**src/rtl/packet_tx_scheduler.sv**
```systemverilog
// Two-requester round-robin scheduler that launches one packet at a time and enforces the inter-packet gap.
// Define PACKET_TX_SCHEDULER_STATS_EN to build the pkt_count packet counter (otherwise it reads constant 0).
module packet_tx_scheduler #(
  parameter int IPG_CYCLES    = 48,
  parameter int START_TIMEOUT = 15
) (
  input  logic        clk,
  input  logic        rst,
  input  logic        req0_valid,
  input  logic [15:0] req0_data,
  output logic        req0_ready,
  input  logic        req1_valid,
  input  logic [15:0] req1_data,
  output logic        req1_ready,
  output logic [15:0] tx_data,
  output logic        tx_start,
  input  logic        txen,
  output logic        busy,
  output logic        timeout_err,
  output logic [15:0] pkt_count
);

  localparam int CNT_MAX = (IPG_CYCLES > START_TIMEOUT) ? IPG_CYCLES : START_TIMEOUT;
  localparam int CW      = $clog2(CNT_MAX + 1);
  localparam logic [CW-1:0] TIMEOUT_LAST = CW'(START_TIMEOUT - 1);
  localparam logic [CW-1:0] GAP_LAST     = CW'(IPG_CYCLES - 1);

  typedef enum logic [2:0] {IDLE, LAUNCH, WAIT_TXEN, SENDING, GAP} state_t;

  state_t        state, next_state;
  logic [CW-1:0] cnt;
  logic          prio;
  logic          grant_valid, grant_sel, timeout_hit;

  // A lone valid requester wins outright; the pointer only breaks ties.
  always_comb begin
    grant_valid = req0_valid | req1_valid;
    grant_sel   = (req0_valid & req1_valid) ? prio : req1_valid;
    timeout_hit = (state == WAIT_TXEN) && !txen && (cnt == TIMEOUT_LAST);
  end

  always_ff @(posedge clk) begin
    if (!rst) begin
      state       <= IDLE;
      cnt         <= '0;
      prio        <= 1'b0;
      tx_data     <= '0;
      busy        <= 1'b0;
    end else begin
      state <= next_state;
      busy  <= (next_state != IDLE);
      if ((next_state == state) && ((state == WAIT_TXEN) || (state == GAP)))
        cnt <= cnt + 1'b1;
      else
        cnt <= '0;
      if ((state == IDLE) && grant_valid) begin
        tx_data <= grant_sel ? req1_data : req0_data;
        prio    <= ~grant_sel;
      end
    end
  end

  always_comb begin
    next_state = state;
    case (state)
      IDLE:      if (grant_valid) next_state = LAUNCH;
      LAUNCH:    next_state = WAIT_TXEN;
      WAIT_TXEN: begin
        if (txen)             next_state = SENDING;
        else if (timeout_hit) next_state = GAP;
      end
      SENDING:   if (!txen) next_state = GAP;
      GAP:       if (cnt == GAP_LAST) next_state = IDLE;
      default:   next_state = IDLE;
    endcase
  end

  // Ready and the timeout pulse are gated by reset so nothing leaks out while it is held.
  always_comb begin
    tx_start    = (state == LAUNCH);
    req0_ready  = rst && (state == IDLE) && req0_valid && !grant_sel;
    req1_ready  = rst && (state == IDLE) && req1_valid && grant_sel;
    timeout_err = rst && timeout_hit;
  end

`ifdef PACKET_TX_SCHEDULER_STATS_EN
  logic [15:0] pkt_count_q;

  always_ff @(posedge clk) begin
    if (!rst)
      pkt_count_q <= '0;
    else if ((state == SENDING) && !txen)
      pkt_count_q <= pkt_count_q + 16'd1;
  end

  assign pkt_count = pkt_count_q;
`else
  assign pkt_count = '0;
`endif

endmodule

```
**config.mk**
```make
export PLATFORM = sky130hd
export DESIGN_NAME = packet_tx_scheduler
export DESIGN_NICKNAME = d
export VERILOG_FILES = /design/src/rtl/packet_tx_scheduler.sv
export SDC_FILE = /design/constraint.sdc
export NUM_CORES = 1
export LEC_CHECK = 0
export ABC_AREA = 1
export BUFFER_PORTS_ARGS = -buffer_cell sky130_fd_sc_hd__buf_4
export CORE_AREA = 2 2 62 64
export CTS_BUF_LIST = sky130_fd_sc_hd__clkbuf_16
export DETAILED_ROUTE_END_ITERATION = 10
export DIE_AREA = 0 0 64 66
export PLACE_DENSITY = 0.74
export SLEW_MARGIN = 10
export SYNTH_ARGS = -nofsm -noshare
export SYNTH_HDL_FRONTEND = slang
export SYNTH_SLANG_ARGS = --single-unit
```
**constraint.sdc**
```tcl
create_clock -name clk -period 1.3 [get_ports clk]
set_clock_uncertainty 0.2 [all_clocks]
set_input_delay 0.13 -clock clk [delete_from_list [all_inputs] [get_ports clk]]
set_output_delay 0.13 -clock clk [all_outputs]
set_load 0.02 [all_outputs]
```
==> results.json <==
{
  "cpMaxStageDelayCell": "dfxtp_2",
  "antenna_left": 0,
  "fmax_mhz": 604,
  "placed_area_um2": 2000,
  "fin_crit_ns": 1.66,
  "finalCoreUtilization": 0.814,
  "synth-simple-area-share": 0.202,
  "die_area_um2": 4220,
  "area_delta_synth_final_pct": 108,
  "rsz0062_at_grt": "yes",
  "ys.flop_type": "dfxtp_1",
  "grt_pass1_vias": 1696,
  "clk_latency_ns": 0.26,
  "power_leakage_nw": 1.33,
  "dp_slack_ns": -0.174,
  "ys_async_sr_fraction": 0,
  "setup_slack_ns": -0.355,
  "synth_top_family_by_area": "simple AND/OR/NAND/NOR gates",
  "seq_area_frac_synth": 0.388,
  "synth_top_area_cell": "dfxtp_1",
  "routed_wl_um": 5690,
  "finalCritPeriodShare": 1.27,
  "nFillCells": 205,
  "arrival_ns": 1.33,
  "wl_per_cell_um": 15.7,
  "drtPass1Iterations": 4,
  "synthMuxAreaShare": 0,
  "initial_core_util": 0.392,
  "final_nets": 354,
  "htreeDepth": 1,
  "required_ns": 0.97,
  "ys_types": 24,
  "synth-edff-count": 0,
  "path_cells": "inv_2 > ha_4 > nand3_2 > nor2_2 > nand2_2 > nor2_2 > buf_6",
  "drc": 0,
  "cts_buffer_depth": 2,
  "die_h_um": 66,
  "antenna_found_initial": 0,
  "cts_tree": "done",
  "synth-adder-area-share": 0.0180,
  "synthXorXnorAreaFrac": 0.0252,
  "synth_compound_area_frac": 0.195,
  "synth_area_um2": 1390,
  "clkSinkCount": 27,
  "hold_viol": 0,
  "endpoint_kind": "output pin",
  "clk_pin_slew_ns": 0.07,
  "die_width_um": 64,
  "cts_buffers": 3,
  "diodes": 0,
  "status": "finished with violations",
  "grt_pass1_wl_um": 7530,
  "via_per_inst": 4.90,
  "routabilityCongestion": 0.721,
  "ys_warn_count": 0,
  "maxCapViolCount": 0,
  "overflow": 0,
  "hpwl_um": 2660,
  "crit_type": "reg2out",
  "setup_viol": 30,
  "num_vias": 1772,
  "rows": 22,
  "critPathLaunchType": "register",
  "synthTopCellsByCount": "a21oi_1 (33), nand2_1 (29), dfxtp_1 (27), o21ai_0 (18)",
  "hold_path.class": "in2reg",
  "maxSlewViolCount": 0,
  "synth_area_leaders": "dfxtp_1 (39%), a21oi_1 (12%), buf_4 (8.6%)",
  "synth_most_common_cell": "a21oi_1",
  "drive_gt1_frac": 0.522,
  "io_pins": 74,
  "syn_inst": 191,
  "post_synth.cell_area_avg_um2": 7.28,
  "violations": "setup timing",
  "dr.first_iter.drc_count": 112,
  "crit_top_cell": "nor2_2",
  "powerDensity_nw_per_um2": 1180,
  "ir_drop_uv": 711,
  "path_max_fanout": 2,
  "cts-root-buf": "clkbuf_16",
  "synth_top_area_frac": 0.388,
  "tns_ns": -7.13,
  "grt_usage": 0.229,
  "final_area_um2": 2890,
  "grt_max_degree": 18,
  "ys_ff_latch": 27,
  "fp.coreArea_um2": 3550,
  "portBuffers": 57,
  "critPathMaxStageDelay_ns": 0.33
}
## layout make-up
class | count | area, um2 | area share
Timing Repair Buffer | 127 | 1180 | 0.409
Clock inverter | 1 | 3.75 | 0.00130
Sequential cell | 27 | 556 | 0.192
Clock buffer | 3 | 75.1 | 0.0260
Inverter | 20 | 87.6 | 0.0303
Tap cell | 48 | 60.1 | 0.0208
Multi-Input combinational cell | 136 | 926 | 0.320
## logic make-up (layout without fill, tap and decap cells)
logic type                 count (synthesis)  after routing
AOI/OAI and AO/OA                         52             52
and+or+nand+nor                           62             62
DFF                                       27             27
buffers and inverters                     43            151
adders and majority gates                  2              2
xor gates and xnor gates                   4              4
other                                      1             16
## power breakdown
part	switching (mW)	leakage [nW]	total (mW)	internal (mW)
Clock	0.277	0.0423	0.689	0.412
Combinational	0.857	1.06	1.66	0.805
Sequential	0.106	0.226	1.07	0.965
## cells in the final DEF, fill, tap and decap left out, types with 7 or more instances in the layout
cell type,n
dlygate4sd3_1,34
buf_4,72
o21ai_2,13
nand2_1,24
a21oi_2,9
a21oi_1,24
dfxtp_1,21
inv_2,7
inv_1,10
buf_6,14
conb_1,16
## timing repair
| action | in CTS | in global routing |
|---|---|---|
| cloned | 1 | 1 |
| endpoints found under the setup margin | 28 | 31 |
| hold buffers | 34 | 0 |
| endpoints found under the hold margin | 19 | 0 |
| setup buffers | 11 | 8 |
| resized for setup | 33 | 71 |
| pin swaps | 19 | 16 |
## through the flow
stage	hold WS, ns	instances	power, mW
floorplan	0.0757	206	1.71
global placement	0.195	308	2.08
detailed placement	0.198	308	2.10
CTS	0.101	358	3.06
global route	0.113	362	3.57
finish	0.0917	362	3.42
## state kept, by name (all words and copies together) (netlist names)
register  cells
cnt           6
busy          1
tx_data      16
state         3
prio          1
## path summary, 6_finish.rpt
check / start / to / slack [ns] / cells after the start
worst max-delay path: cnt[0] / timeout_err / -0.36 / 7
worst min-delay path: rst / cnt[1] / 0.09 / 5
worst max register to register: state[1] / tx_data[11] / -0.32 / 8
worst min register to register: tx_data[14] / tx_data[14] / 0.33 / 2
## critical path: cells and delay by family, from the launching register on
kind,cells,cell delay [ns]
fa+ha+maj,1,0.12
buf+inv,2,0.18
flops,1,0.33
simple gates,4,0.43
## per-layer routing
metal,vias to the layer above,global-route usage,wire length [um]
met3,19,0.0358,316
met4,0,0.0679,166
met2,86,0.431,3000
met1,827,0.264,2200
li1,840,-,-
met5,-,0,0
No activity file was read; power rests on OpenSTA's default activity.
